### src/rtl/alu16_sequencer_if.sv
// Bundle of request, ALU-drive and completion signals for the 16-bit op sequencer.
// master: control unit / ALU side. slave: the sequencer itself.
interface alu16_sequencer_if;
    logic        START;
    logic [1:0]  OP;
    logic [15:0] A16;
    logic [15:0] B16;
    logic [3:0]  FLAGS_IN;
    logic [4:0]  ALU_FUN;
    logic [7:0]  ALU_A;
    logic [7:0]  ALU_B;
    logic [3:0]  ALU_FLAGS_IN;
    logic [7:0]  ALU_OUT;
    logic [3:0]  ALU_FLAGS_OUT;
    logic [15:0] RESULT;
    logic [3:0]  FLAGS_OUT;
    logic        BUSY;
    logic        DONE;

    modport master (
        output START, OP, A16, B16, FLAGS_IN, ALU_OUT, ALU_FLAGS_OUT,
        input  ALU_FUN, ALU_A, ALU_B, ALU_FLAGS_IN, RESULT, FLAGS_OUT, BUSY, DONE
    );

    modport slave (
        input  START, OP, A16, B16, FLAGS_IN, ALU_OUT, ALU_FLAGS_OUT,
        output ALU_FUN, ALU_A, ALU_B, ALU_FLAGS_IN, RESULT, FLAGS_OUT, BUSY, DONE
    );
endinterface

### src/rtl/alu16_sequencer.sv
// Drives the 8-bit ALU through a low-byte then high-byte pass to perform
// ADD HL,rr / INC rr / DEC rr / ADD SP,e8, chaining carry between passes.
//
// state | meaning
// IDLE  | waiting for START; ALU driven with ADD 0,0
// LO    | low-byte pass, ALU result/flags captured at the edge
// HI    | high-byte pass with carry-in from LO; RESULT/FLAGS_OUT written at the edge
// FIN   | DONE pulse, then back to IDLE
module alu16_sequencer (
    input  logic               CLK,
    input  logic               RST,
    alu16_sequencer_if.slave   bus
);
    localparam logic [4:0] FUN_ADD = 5'b00000;
    localparam logic [4:0] FUN_ADC = 5'b00001;
    localparam logic [4:0] FUN_SUB = 5'b00010;
    localparam logic [4:0] FUN_SBC = 5'b00011;

    localparam logic [1:0] OP_ADD16 = 2'b00;
    localparam logic [1:0] OP_INC16 = 2'b01;
    localparam logic [1:0] OP_DEC16 = 2'b10;
    localparam logic [1:0] OP_ADDSP = 2'b11;

    typedef enum logic [1:0] {
        IDLE = 2'd0,
        LO   = 2'd1,
        HI   = 2'd2,
        FIN  = 2'd3
    } state_t;

    state_t      state, state_nxt;
    logic [1:0]  op_q;
    logic [15:0] a_q;
    logic [15:0] b_q;
    logic [3:0]  flags_q;
    logic [7:0]  res_lo;
    logic [3:0]  lo_flags;
    logic [15:0] result_q;
    logic [3:0]  flags_out_q;

    // State register
    always_ff @(posedge CLK) begin
        if (RST) state <= IDLE;
        else     state <= state_nxt;
    end

    // Next-state logic; START only matters in IDLE
    always_comb begin
        state_nxt = state;
        case (state)
            IDLE:    if (bus.START) state_nxt = LO;
            LO:      state_nxt = HI;
            HI:      state_nxt = FIN;
            FIN:     state_nxt = IDLE;
            default: state_nxt = IDLE;
        endcase
    end

    // Operand latch on acceptance, so later input changes cannot disturb a running op
    always_ff @(posedge CLK) begin
        if (RST) begin
            op_q    <= 2'b00;
            a_q     <= 16'h0000;
            b_q     <= 16'h0000;
            flags_q <= 4'b0000;
        end else if (state == IDLE && bus.START) begin
            op_q    <= bus.OP;
            a_q     <= bus.A16;
            b_q     <= bus.B16;
            flags_q <= bus.FLAGS_IN;
        end
    end

    // Low-byte capture and final result/flag assembly
    always_ff @(posedge CLK) begin
        if (RST) begin
            res_lo      <= 8'h00;
            lo_flags    <= 4'b0000;
            result_q    <= 16'h0000;
            flags_out_q <= 4'b0000;
        end else begin
            if (state == LO) begin
                res_lo   <= bus.ALU_OUT;
                lo_flags <= bus.ALU_FLAGS_OUT;
            end
            if (state == HI) begin
                result_q <= {bus.ALU_OUT, res_lo};
                case (op_q)
                    OP_ADD16: flags_out_q <= {flags_q[3], 1'b0, bus.ALU_FLAGS_OUT[1:0]};
                    OP_ADDSP: flags_out_q <= {2'b00, lo_flags[1:0]};
                    default:  flags_out_q <= flags_q;
                endcase
            end
        end
    end

    // ALU drive: purely from state and latched operands, never from live inputs
    always_comb begin
        bus.ALU_FUN      = FUN_ADD;
        bus.ALU_A        = 8'h00;
        bus.ALU_B        = 8'h00;
        bus.ALU_FLAGS_IN = 4'b0000;
        case (state)
            LO: begin
                bus.ALU_A = a_q[7:0];
                case (op_q)
                    OP_INC16: bus.ALU_B = 8'h01;
                    OP_DEC16: begin
                        bus.ALU_FUN = FUN_SUB;
                        bus.ALU_B   = 8'h01;
                    end
                    default:  bus.ALU_B = b_q[7:0];
                endcase
            end
            HI: begin
                bus.ALU_A        = a_q[15:8];
                bus.ALU_FLAGS_IN = {3'b000, lo_flags[0]};
                bus.ALU_FUN      = FUN_ADC;
                case (op_q)
                    OP_ADD16: bus.ALU_B = b_q[15:8];
                    OP_INC16: bus.ALU_B = 8'h00;
                    OP_DEC16: begin
                        bus.ALU_FUN = FUN_SBC;
                        bus.ALU_B   = 8'h00;
                    end
                    OP_ADDSP: bus.ALU_B = {8{b_q[7]}};
                    default:  bus.ALU_B = 8'h00;
                endcase
            end
            default: ;
        endcase
    end

    // Status and held outputs
    always_comb begin
        bus.BUSY      = (state != IDLE);
        bus.DONE      = (state == FIN);
        bus.RESULT    = result_q;
        bus.FLAGS_OUT = flags_out_q;
    end
endmodule

### src/flat_wrapper.sv
// flat-port wrapper written by rule: the top's interface ports become plain ports
module alu16_sequencer_flat 
  (CLK, RST, bus_START, bus_OP, bus_A16, bus_B16, bus_FLAGS_IN, bus_ALU_OUT, bus_ALU_FLAGS_OUT, bus_ALU_FUN, bus_ALU_A, bus_ALU_B, bus_ALU_FLAGS_IN, bus_RESULT, bus_FLAGS_OUT, bus_BUSY, bus_DONE);
  alu16_sequencer_if bus_i ();
  input  logic CLK;
  input  logic RST;
  input wire logic [$bits(bus_i.START)-1:0] bus_START;
  input wire logic [$bits(bus_i.OP)-1:0] bus_OP;
  input wire logic [$bits(bus_i.A16)-1:0] bus_A16;
  input wire logic [$bits(bus_i.B16)-1:0] bus_B16;
  input wire logic [$bits(bus_i.FLAGS_IN)-1:0] bus_FLAGS_IN;
  input wire logic [$bits(bus_i.ALU_OUT)-1:0] bus_ALU_OUT;
  input wire logic [$bits(bus_i.ALU_FLAGS_OUT)-1:0] bus_ALU_FLAGS_OUT;
  output wire logic [$bits(bus_i.ALU_FUN)-1:0] bus_ALU_FUN;
  output wire logic [$bits(bus_i.ALU_A)-1:0] bus_ALU_A;
  output wire logic [$bits(bus_i.ALU_B)-1:0] bus_ALU_B;
  output wire logic [$bits(bus_i.ALU_FLAGS_IN)-1:0] bus_ALU_FLAGS_IN;
  output wire logic [$bits(bus_i.RESULT)-1:0] bus_RESULT;
  output wire logic [$bits(bus_i.FLAGS_OUT)-1:0] bus_FLAGS_OUT;
  output wire logic [$bits(bus_i.BUSY)-1:0] bus_BUSY;
  output wire logic [$bits(bus_i.DONE)-1:0] bus_DONE;
  assign bus_i.START = bus_START;
  assign bus_i.OP = bus_OP;
  assign bus_i.A16 = bus_A16;
  assign bus_i.B16 = bus_B16;
  assign bus_i.FLAGS_IN = bus_FLAGS_IN;
  assign bus_i.ALU_OUT = bus_ALU_OUT;
  assign bus_i.ALU_FLAGS_OUT = bus_ALU_FLAGS_OUT;
  assign bus_ALU_FUN = bus_i.ALU_FUN;
  assign bus_ALU_A = bus_i.ALU_A;
  assign bus_ALU_B = bus_i.ALU_B;
  assign bus_ALU_FLAGS_IN = bus_i.ALU_FLAGS_IN;
  assign bus_RESULT = bus_i.RESULT;
  assign bus_FLAGS_OUT = bus_i.FLAGS_OUT;
  assign bus_BUSY = bus_i.BUSY;
  assign bus_DONE = bus_i.DONE;
  alu16_sequencer u_core (.CLK(CLK), .RST(RST), .bus(bus_i));
endmodule
### config.mk
export PLATFORM = sky130hd
export DESIGN_NAME = alu16_sequencer_flat
export DESIGN_NICKNAME = d
export VERILOG_FILES = /design/src/rtl/alu16_sequencer_if.sv /design/src/rtl/alu16_sequencer.sv /design/src/flat_wrapper.sv
export SDC_FILE = /design/constraint.sdc
export NUM_CORES = 1
export LEC_CHECK = 0
export ABC_AREA = 0
export CAP_MARGIN = 20
export CORE_ASPECT_RATIO = 1.25
export CORE_MARGIN = 3
export CORE_UTILIZATION = 45
export DETAILED_ROUTE_END_ITERATION = 8
export GPL_ROUTABILITY_DRIVEN = 0
export GPL_TIMING_DRIVEN = 0
export PLACE_DENSITY = 0.79
export SYNTH_ARGS = -nofsm -noshare
export SYNTH_HDL_FRONTEND = slang
export SYNTH_SLANG_ARGS = --single-unit
### constraint.sdc
create_clock -name CLK -period 2 [get_ports CLK]
set_input_delay 0.4 -clock CLK [delete_from_list [all_inputs] [get_ports CLK]]
set_output_delay 0.4 -clock CLK [all_outputs]
set_load 0.02 [all_outputs]
---- Word-level counts from Yosys, hierarchy flattened ----
Index checks and enable logic that the tools add are counted.
operators by class
  eq/ne operators ......................... 7
  multiplexer cells ....................... 11
  reduce and logical (&&, ||, !) cells .... 5
operators with widths
  kind                                                 number
  one-hot mux 8 bit (2 select lines)                   2
  one-hot mux 8 bit (3 select lines)                   1
  one-hot mux 5 bit (2 select lines)                   1
  equality test 2 bit, second input constant           4
  two-way mux 8 bit                                    1
  one-hot mux 2 bit (4 select lines)                   1
  one-hot mux 4 bit (2 select lines)                   1
  two-way mux 2 bit                                    3
  equality test 2 x 1 -> 1 bit, second input constant  2
  zero test 2 bit                                      2
  inequality test 2 bit, second input constant         1
  nonzero test 2 bit                                   1
  OR reduction 2 bit                                   1
  logical AND 1 bit                                    1
  two-way mux 1 bit                                    1
storage, ports and cells
  register bits ........................... 70
  bits of input ports ..................... 53
  output and inout bits ................... 47
  logic and storage cells ................. 32

---- Logic depth before layout (Yosys ltp) ----
Gate-level depths: netlist of the first run.
  depth after elaboration ................. 4
  depth in mapped cells ................... 7
  mapped depth without buffers ............ 5

---- Least setup slack after synthesis of the first run ----
Ideal clock, no wire load.
  path kind ............................... register to output
  start point ............................. reg u_core.state[0]
  end point ............................... out bus_ALU_B[1]
  data arrival time ....................... 1.333 ns
  required time ........................... 1.600 ns
  slack ................................... 0.267 ns
  stages on the path, launching flop included .. 6
  path buffers ............................ 0
  cell sequence ........................... dfxtp_1 > inv_1 > ha_1 > nand2_1 > nor2_1 > o2bb2ai_1
between the ends
  longest elaborated chain between the ends .. 2
  elaborated cells between the ends (all ways) .. 3
  those cells by class .................... 2 x eq/ne; 1 x mux
ends and longest elaborated chain
  what                                                                 RTL line                text
  start, declared                                                      alu16_sequencer.sv:31   state_t state, state_nxt;
  start signal, assigned                                               alu16_sequencer.sv:44   else state <= state_nxt;
  equality test 2 bit or equality test 2 x 1 -> 1 bit (tied branches)  alu16_sequencer.sv:103  case (state)
  one-hot mux 8 bit (2 select lines) *                                 alu16_sequencer.sv:103
  end, declared                                                        flat_wrapper.sv:16      output wire logic [$bits(bus_i.ALU_B)-1:0] bus_ALU_B;
Every way passes the cells marked *; elsewhere a longest branch is shown, timed or not.

---- Worst setup path in the final report of the first run ----
  start point ............................. reg u_core.state[0]
  end point ............................... out bus_ALU_B[7]
Same word-level chain as after synthesis.

==> metrics.cfg, run 1 <==
[floorplan]
initial_utilization_pct=47.0
core_area_sq_um=6290
die_height_um=96.6
fp.dieW_um=78.5
io_pins=100
die_area_sq_um=7580
num_rows=32

[min_path]
whs_path_depth=2
hold_class=reg -> reg

[power_and_ir_drop]
combPwrFrac_pct=46.1
swShare_pct=36.6
p_sw_mw=2.13
p_seq_share_pct=32.3
power.internal_mw=3.70
irDropWorstVdd_mv=0.812
p_clk_share_pct=21.6
p_leak_nw=1.78
power.density_nw_per_um2=1280

[yosys]
synth_xor_area_share_pct=0
synth_seq_cells=70
synth_ff_type=dfxtp_1
synth_cell_type_count=29
synth-simple-area-share_pct=18.0
synth.area.mux_share_pct=8.81
synth-edff-count=0
syn-instance-count=344
synth_compound_area_share_pct=14.9
yosys.area_share.adder_pct=3.39
netlist_area_sq_um=2960
ys_warn_count=0
synth_area_leaders=dfxtp_1 47%, nand2_1 10%, mux2i_1 8.8%
synth_top_family_by_area=simple AND/OR/NAND/NOR gates
synth.yosys.seq_area_share_pct=47.4
yosys.area.top_type=dfxtp_1
synth_async_sr_flop_share_pct=0
syn_avg_cell_area_sq_um=8.59
yosysTopAreaCellShare_pct=47.4

[cells_and_area]
fin_cells=550
register_area_sq_um=1410
fin_area_sq_um=4570
antenna_cells=0
fill_cells=450
drive_above_1_share_pct=21.7
syn_to_final_growth_pct=54.5
final_cell_mix=80 x nand2_1, 69 x clkdlybuf4s50_1, 66 x dfxtp_1
final_nets=521
multi_input_area_sq_um=1560
layout_commonest_cell=nand2_1

[cts]
ctsHoldBuffers=0
cts_tree=done
htreeDepth=3
clockBufferDepth=2
cts_root_buf=clkbuf_8
cts_sinks=70
numCtsBuffers=9
insertion_delay_ns=0.34
clkSlewWorstSetupHoldPaths_ns=0.07

[detailed_routing]
via_count=2868
drc_errors=0
drt-total-wl_um=8810
routed.top_layer=met4
met1Wirelength_um=3490
wl_met2_um=4430
wire_per_inst_um=16.0
antenna_left=0
drt_iter0_markers=212
routed-wl-met3_um=608
via_per_inst=5.21
first_pass_iters=5

[worst_setup_path]
critPathKind=reg -> out
crit_required_ns=1.60
startpoint_type=flip-flop
reg2reg_depth=6
cp.arrival_ns=1.66
endpoint_kind=output port
crit_fanout=8

[sta]
period_minus_slack_ns=2.06
slew_viol_final=0
post-route-period-util_pct=103
layout_setup_ws_ns=-0.0571
clock.fmax_ghz=0.486
relSlewSlack_pct=65.7
final-setup-viol-count=13
rsz0062_at_grt=true
tightest_slew_ns=0.514
finalHoldViolCount=0
finClkSkew_ns=0.00598

[global_route]
grt_pass1_wl_um=13200
grt_overflow=0
grt_pass1_vias=2711
grt_util_all_layers_pct=21.7
grt_max_degree=12
antenna_found_initial=0

[placement]
place_inst=524
place_hpwl_um=5610
io_buffers=90
placed_cell_area_sq_um=3980
pre_cts_ws_ns=-0.479

[status]
violations=negative setup slack
outcome=complete, but fails checks

[flow_run]
maxCapViolCount=0

-- metrics by stage --
stage	utilization (%)	power [mW]	TNS (ns)	hold slack, ns
6_report	72.6	5.83	-0.366	0.465
5_1_grt	72.6	6.11	-1.11	0.476
4_1_cts	68.5	5.40	-0.344	0.457
3_5_place_dp	63.3	3.87	-6.74	0.447
3_3_place_gp	63.3	3.81	-6.71	0.443
2_1_floorplan	-	3.19	0	0.436
-- power groups by stage --
stage               combinational [mW]  sequential (mW)  clock, mW
floorplan                         1.30             1.89          0
global placement                  1.97             1.84          0
detailed placement                2.01             1.85          0
CTS                               2.31             1.83       1.25
global route                      2.86             1.91       1.35
finish                            2.69             1.88       1.26
-- cell usage after synthesis, types with 2 or more instances --
cell type	n
buf_4	12
a221oi_1	2
ha_1	8
o22ai_1	3
a22oi_1	8
nor2b_1	8
nor2_1	30
nor3_1	2
nand2b_1	3
clkbuf_1	12
o2bb2ai_1	6
dfxtp_1	70
nand2_1	82
buf_2	4
and2_1	2
a21oi_2	2
a21oi_1	47
buf_8	3
mux2i_1	26
inv_1	5
-- registers in the layout (all words and copies together) (netlist names) --
name	count
u_core.flags_q	4
u_core.bus.FLAGS_OUT	4
u_core.op_q	2
u_core.b_q	16
u_core.bus.RESULT	16
u_core.a_q	16
u_core.lo_flags	2
u_core.res_lo	8
u_core.state	2
-- critical path, cell delays in order (launching register included) --
cell	delay, ns
dfxtp_4	0.39
inv_6	0.05
ha_4	0.30
buf_6	0.12
nand2_8	0.09
a21oi_4	0.12
a21o_1	0.11
buf_6	0.12
-- final cells by class --
cell class,count,share of cell area (%)
plain buffers,30,5.59
clock buffers,12,3.18
clock inverters,4,1.53
inverters,5,0.575
multi-input cells,243,34.2
flip-flops and latches,70,30.9
well taps,85,2.33
repair buffers,101,21.7
-- path summary, 6_finish.rpt --
kind | end | slack [ns] | start
setup reg to reg | u_core.b_q[12] | 0.50 | u_core.state[0]
setup / recovery | bus_ALU_B[7] | -0.06 | u_core.state[0]
hold / removal | u_core.a_q[8] | 0.47 | u_core.a_q[8]
hold reg to reg | u_core.a_q[8] | 0.47 | u_core.a_q[8]
-- what timing repair did --
item	4_1_cts	5_1_grt
cloned	1	0
gates resized for setup	124	46
setup buffers	3	7
pin swaps	4	13
setup endpoints to repair	20	20
-- cell families (layout without fill, tap and decap cells) --
| family | Yosys count | after routing |
|---|---|---|
| buffers and inverters | 36 | 152 |
| AO/OA/AOI/OAI | 73 | 73 |
| adder cells (fa/ha/maj) | 8 | 8 |
| other | 1 | 6 |
| multiplexers | 26 | 26 |
| flip-flops | 70 | 70 |
| AND/OR/NAND/NOR | 130 | 130 |
-- per-layer routing --
| layer | up-vias | GRT usage (%) |
|---|---|---|
| met4 | 0 | 6.86 |
| met2 | 128 | 36.1 |
| met3 | 26 | 5.03 |
| li1 | 1362 | - |
| met5 | - | 0 |
| met1 | 1352 | 27.8 |
No activity file was read; power rests on OpenSTA's default activity.
==> run 2, diff against run 1 <==
--- a/config.mk
+++ b/config.mk
@@ -6,6 +6,7 @@
 export NUM_CORES = 1
 export LEC_CHECK = 0
 export ABC_AREA = 0
+export ABC_CLOCK_PERIOD_IN_PS = 2000
 export CAP_MARGIN = 20
 export CORE_ASPECT_RATIO = 1.25
 export CORE_MARGIN = 3
==> results of run 2 <==
The final DEF is identical to that of run 1; final timing and power are the same.
==> run 3, diff against run 2 <==
--- a/config.mk
+++ b/config.mk
@@ -6,15 +6,16 @@
 export NUM_CORES = 1
 export LEC_CHECK = 0
 export ABC_AREA = 0
-export ABC_CLOCK_PERIOD_IN_PS = 2000
+export ABC_CLOCK_PERIOD_IN_PS = 1800
 export CAP_MARGIN = 20
-export CORE_ASPECT_RATIO = 1.25
+export CORE_ASPECT_RATIO = 0.7
 export CORE_MARGIN = 3
-export CORE_UTILIZATION = 45
+export CORE_UTILIZATION = 41
+export CTS_BUF_LIST = sky130_fd_sc_hd__clkbuf_16
 export DETAILED_ROUTE_END_ITERATION = 8
 export GPL_ROUTABILITY_DRIVEN = 0
 export GPL_TIMING_DRIVEN = 0
-export PLACE_DENSITY = 0.79
+export PLACE_DENSITY = 0.76
 export SYNTH_ARGS = -nofsm -noshare
 export SYNTH_HDL_FRONTEND = slang
 export SYNTH_SLANG_ARGS = --single-unit
==> constraint.sdc (replaced) <==
create_clock -name CLK -period 1.8 [get_ports CLK]
set_input_delay 0.36 -clock CLK [delete_from_list [all_inputs] [get_ports CLK]]
set_output_delay 0.36 -clock CLK [all_outputs]
set_load 0.02 [all_outputs]
==> run 3 against run 2 <==
  * The run still ends with negative setup slack left
  * Core utilization shrank 5.2 points
  * Clock power up 36%
  * Worst setup slack worse by 0.17 ns
  * Total power increased by 17%
  * Count of clock-buffer cells in the layout down 3
  * Critical path depth fell by 1
  * Sequential share of layout area is 0.51 points lower
  * Combinational power increased by 12%
  * Cell area is 1.7% higher
  * Cell count is 1.6% higher
  * Highest routed layer unchanged
==> metrics.cfg, run 3 (synthesis gave the netlist of run 1 again) <==
[status]
outcome=complete, but fails checks
violations=negative setup slack

[sta]
finClkSkew_ns=0.00435
clock.fmax_ghz=0.493
layout_setup_ws_ns=-0.228
relSlewSlack_pct=63.4
rsz0062_at_grt=true
finalHoldViolCount=0
final-setup-viol-count=18
post-route-period-util_pct=113
period_minus_slack_ns=2.03
slew_viol_final=0
tightest_slew_ns=0.549

[cells_and_area]
final_cell_mix=80 x nand2_1, 69 x clkdlybuf4s50_1, 66 x dfxtp_1
syn_to_final_growth_pct=57.1
final_nets=521
fin_util_pct=67.5
register_area_sq_um=1410
antenna_cells=0
layout_commonest_cell=nand2_1
drive_above_1_share_pct=21.5
multi_input_area_sq_um=1550
fill_cells=555
fin_cells=559

[cts]
insertion_delay_ns=0.33
cts_root_buf=clkbuf_16
htreeDepth=3
clockBufferDepth=2
clkSlewWorstSetupHoldPaths_ns=0.06
cts_sinks=70
numCtsBuffers=9
cts_tree=done

[power_and_ir_drop]
p_leak_nw=1.79
combPwrFrac_pct=44.3
swShare_pct=35.4
power_mw=6.82
p_clk_share_pct=25.1
power.internal_mw=4.40
p_sw_mw=2.41
irDropWorstVdd_mv=0.818
power.density_nw_per_um2=1470
p_seq_share_pct=30.6

[worst_setup_path]
r2r_slack_ns=0.26
crit_required_ns=1.44
crit_fanout=8
critPathKind=reg -> out
startpoint_type=flip-flop
cp.arrival_ns=1.67
endpoint_kind=output port

[floorplan]
io_pins=100
initial_utilization_pct=42.9
num_rows=25
die_height_um=77.0
die_area_sq_um=8280
fp.dieW_um=107
core_area_sq_um=6880

[detailed_routing]
drt_iter0_markers=124
drc_errors=0
first_pass_iters=4
drt-total-wl_um=8750
via_count=2785
via_per_inst=4.98
antenna_left=0
wire_per_inst_um=15.6

[global_route]
grt_pass1_vias=2867
grt_util_all_layers_pct=21.8
grt_pass1_wl_um=14100
antenna_found_initial=0
grt_max_degree=13
grt_overflow=0

[placement]
place_hpwl_um=5630
place_inst=533
io_buffers=90

[flow_run]
maxCapViolCount=0

[min_path]
hold_class=reg -> reg

## run 3: changes by cell type in the layout (fill, tap and decap cells not counted), moves of 3 or more
cell       before  now
clkbuf_16       0   10
clkbuf_8       10    0
a21oi_1        42   46
a21oi_2         6    2
buf_4          23   27
a22oi_1         3    0
a22oi_2         5    8
## run 3: path summary, 6_finish.rpt
path                     startpoint            endpoint  cells after the start
setup / recovery    u_core.state[1]        bus_ALU_B[7]                      6
hold / removal    u_core.flags_q[2]   u_core.flags_q[2]                      2
setup reg to reg    u_core.state[0]  u_core.lo_flags[1]                      7
hold reg to reg   u_core.flags_q[2]   u_core.flags_q[2]                      2
## run 3: repair_timing
action	CTS	global route
setup endpoints to repair	21	18
hold endpoints to repair	0	0
buffers inserted	12	0
hold buffers	0	0
resized for setup	167	3
pin swaps	8	4
## run 3: power groups by stage
stage                     Sequential [mW]  Combinational (mW)  Clock [mW]
final                                2.08                3.02        1.71
after global routing                 2.12                3.23        1.81
after CTS                            2.07                2.98        1.74
after detailed placement             2.06                2.24           0
after global placement               2.05                2.20           0
after floorplan                      2.10                1.45           0
## run 3: layout make-up
class	count	share of cell area [%]
plain buffers	29	5.63
flip-flops and latches	70	30.4
clock buffers	9	4.85
multi-input cells	243	33.3
well taps	94	2.53
repair buffers	102	21.4
inverters	5	0.512
clock inverters	7	1.40
## run 3: metrics by stage
stage / hold slack (ns) / TNS, ns / setup slack [ns] / cell area, sq um
3_3_place_gp: 0.442 / -9.93 / -0.639 / 3990
3_5_place_dp: 0.448 / -10.94 / -0.693 / 3990
2_1_floorplan: 0.436 / 0 / 0.107 / 2970
5_1_grt: 0.479 / -3.85 / -0.273 / 4640
4_1_cts: 0.455 / -2.92 / -0.203 / 4650
6_report: 0.461 / -2.79 / -0.228 / 4640
## run 3: worst max-delay path: stages (launching register included)
cell     delay, ns
dfxtp_4       0.37
buf_4         0.12
ha_4          0.25
nand2_8       0.12
a21oi_1       0.21
a21o_1        0.14
buf_6         0.12
## run 3: layer usage
metal	vias up	global-route usage [%]	part of all wire, %
met5	-	0	0
met2	108	33.0	44
li1	1370	-	-
met3	17	7.57	8.6
met4	0	7.82	1.8
met1	1290	28.7	45
==> RTL edit, RTL diff (settings of run 2) <==
Re-encode `state_t` (4 states) as Gray code, 2 bits wide.
--- a/src/rtl/alu16_sequencer.sv
+++ b/src/rtl/alu16_sequencer.sv
@@ -22,10 +22,10 @@
     localparam logic [1:0] OP_ADDSP = 2'b11;
 
     typedef enum logic [1:0] {
-        IDLE = 2'd0,
-        LO   = 2'd1,
-        HI   = 2'd2,
-        FIN  = 2'd3
+        IDLE = 2'b00,
+        LO   = 2'b01,
+        HI   = 2'b11,
+        FIN  = 2'b10
     } state_t;
 
     state_t      state, state_nxt;
Function: no difference found for any inputs over 10 cycles, from zero or initial values and one cycle with RST high; not proved beyond that.
==> RTL edit against run 2 <==
The flow still finishes with violations (negative setup slack); non-clock buffer count is 5 higher; register-to-register slack better by 0.11 ns; clock skew is essentially flat; core utilization decreased by 3.2 points; area after synthesis shrank 1.9%; design area fell by 5.6%; global-route usage down 0.85 points; sequential cell count stayed put; routed wire length decreased by 12%; worst setup slack got worse by 0.10 ns; critical path type unchanged.
Power is not compared: it rests on default switching activity, and its combinational part moved more than twofold at a synthesized area within 25%.
==> RTL edit: results (changes against run 2) <==
dpl_cell_area_um2: 3930  # -1.4%
yosysWarnings: 0  # unchanged
drtPass1Iterations: 4  # -1
worst-endpoint-arrival_ns: 1.76  # +0.10 ns
drt_iter0_drc: 118  # -44%
met2_length_um: 4010  # -9.6%
cp_top_family: "buffers and inverters"
drt_wl_total_um: 7780  # -12%
grt_use_met2_pct: 37.1  # +1.1 points
cp_slowest_cell: "dfxtp_2"
wl_met1_um: 3140  # -10%
viasPerCell: 4.95  # -5.1%
outcome: "complete, but fails checks"
grtUsageMet1_pct: 23.7  # -4.2 points
critPathMaxStageDelay_ns: 0.35  # -0.04 ns
antenna_found_initial: 0  # unchanged
place_ws_ns: -0.561  # -0.0821 ns
wl_met3_um: 466  # -23%
clock_skew_ns: 0.00612  # +0.000146 ns
min_path_type: "flip-flop to flip-flop"
grt_pass1_wl_um: 12300  # -7.2%
grt_pass1_vias: 2749  # +1.4%
fin_ws_ns: -0.160  # -0.103 ns
fin_cells: 579  # +5.3%
finalSetupViolCount: 7  # -6
clock_power_share_pct: 33.0
synth_seq_area_share_pct: 48.3  # +0.90 points
hpwlAfterDp_um: 5380  # -4.1%
place_inst: 552  # +5.3%
slew_headroom_pct: 66.3  # +0.54 points
yosys-top-cells-count: "nand2_1, a21oi_1, dfxtp_1"
drive_gt1_share_pct: 18.8  # -2.9 points
p_leak_nw: 1.66
violations: "negative setup slack"
switching_share_pct: 26.4
syn_area_per_cell_um2: 7.80  # -9.2%
grt_util_met3_pct: 4.59  # -0.44 points
total_switching_power_mw: 0.801
grtUsageTotal_pct: 20.9  # -0.85 points
synthTopCellsByArea: "dfxtp_1, nand2_1, a21oi_1"
setup_tns_ns: -0.844  # -0.478 ns
crit_fanout: 4  # -4
-- RTL edit: cell types whose count changed after synthesis, moves of 4 or more --
cell       change
nand2_1       +56
a21oi_1       +29
nor2_1        -29
mux2i_1       -18
a22oi_1        -8
o2bb2ai_1      -6
buf_6          +5
ha_1           -5
o21ai_0        +5
buf_2          +4
-- RTL edit: path summary, 6_finish.rpt --
path / startpoint / end / slack, ns / depth (start not counted)
max: u_core.op_q[0] / bus_ALU_B[3] / -0.16 / 8
min: u_core.flags_q[1] / u_core.flags_q[1] / 0.45 / 2
max reg2reg: u_core.state[1] / u_core.flags_q[0] / 0.61 / 7
min reg2reg: u_core.flags_q[1] / u_core.flags_q[1] / 0.45 / 2
-- RTL edit: layout make-up --
| class | instances | area (µm²) |
|---|---|---|
| Inverter | 3 | 11.3 |
| Multi-Input combinational cell | 270 | 1390 |
| Clock inverter | 4 | 22.5 |
| Clock buffer | 11 | 151 |
| Timing Repair Buffer | 104 | 1000 |
| Tap cell | 85 | 106 |
| Fill cell | 525 | 1900 |
| Sequential cell | 70 | 1400 |
| Buffer | 32 | 221 |
-- RTL edit: worst reg2reg max path, delay by kind of cell (launching register included) --
| family | cells | cell delay (ns) |
|---|---|---|
| buffers and inverters | 4 | 0.65 |
| AND/OR/NAND/NOR | 2 | 0.24 |
| AO/OA/AOI/OAI | 1 | 0.12 |
| flip-flops | 1 | 0.32 |
-- RTL edit: cell families (layout without fill, tap and decap cells) --
logic type	count (synthesis)	after routing	synth area share, %
compound gates	88	88	16.0
buf+inv	37	154	7.59
fa+ha+maj	3	3	1.29
other cells	1	6	0.129
simple gates	165	165	23.9
flops	70	70	48.3
mux	8	8	2.76
-- RTL edit: repair_timing --
action,in CTS,in global routing
gates cloned,0,0
setup buffers,9,5
gates resized for setup,106,24
setup endpoints to repair,21,21
pin swaps,5,4
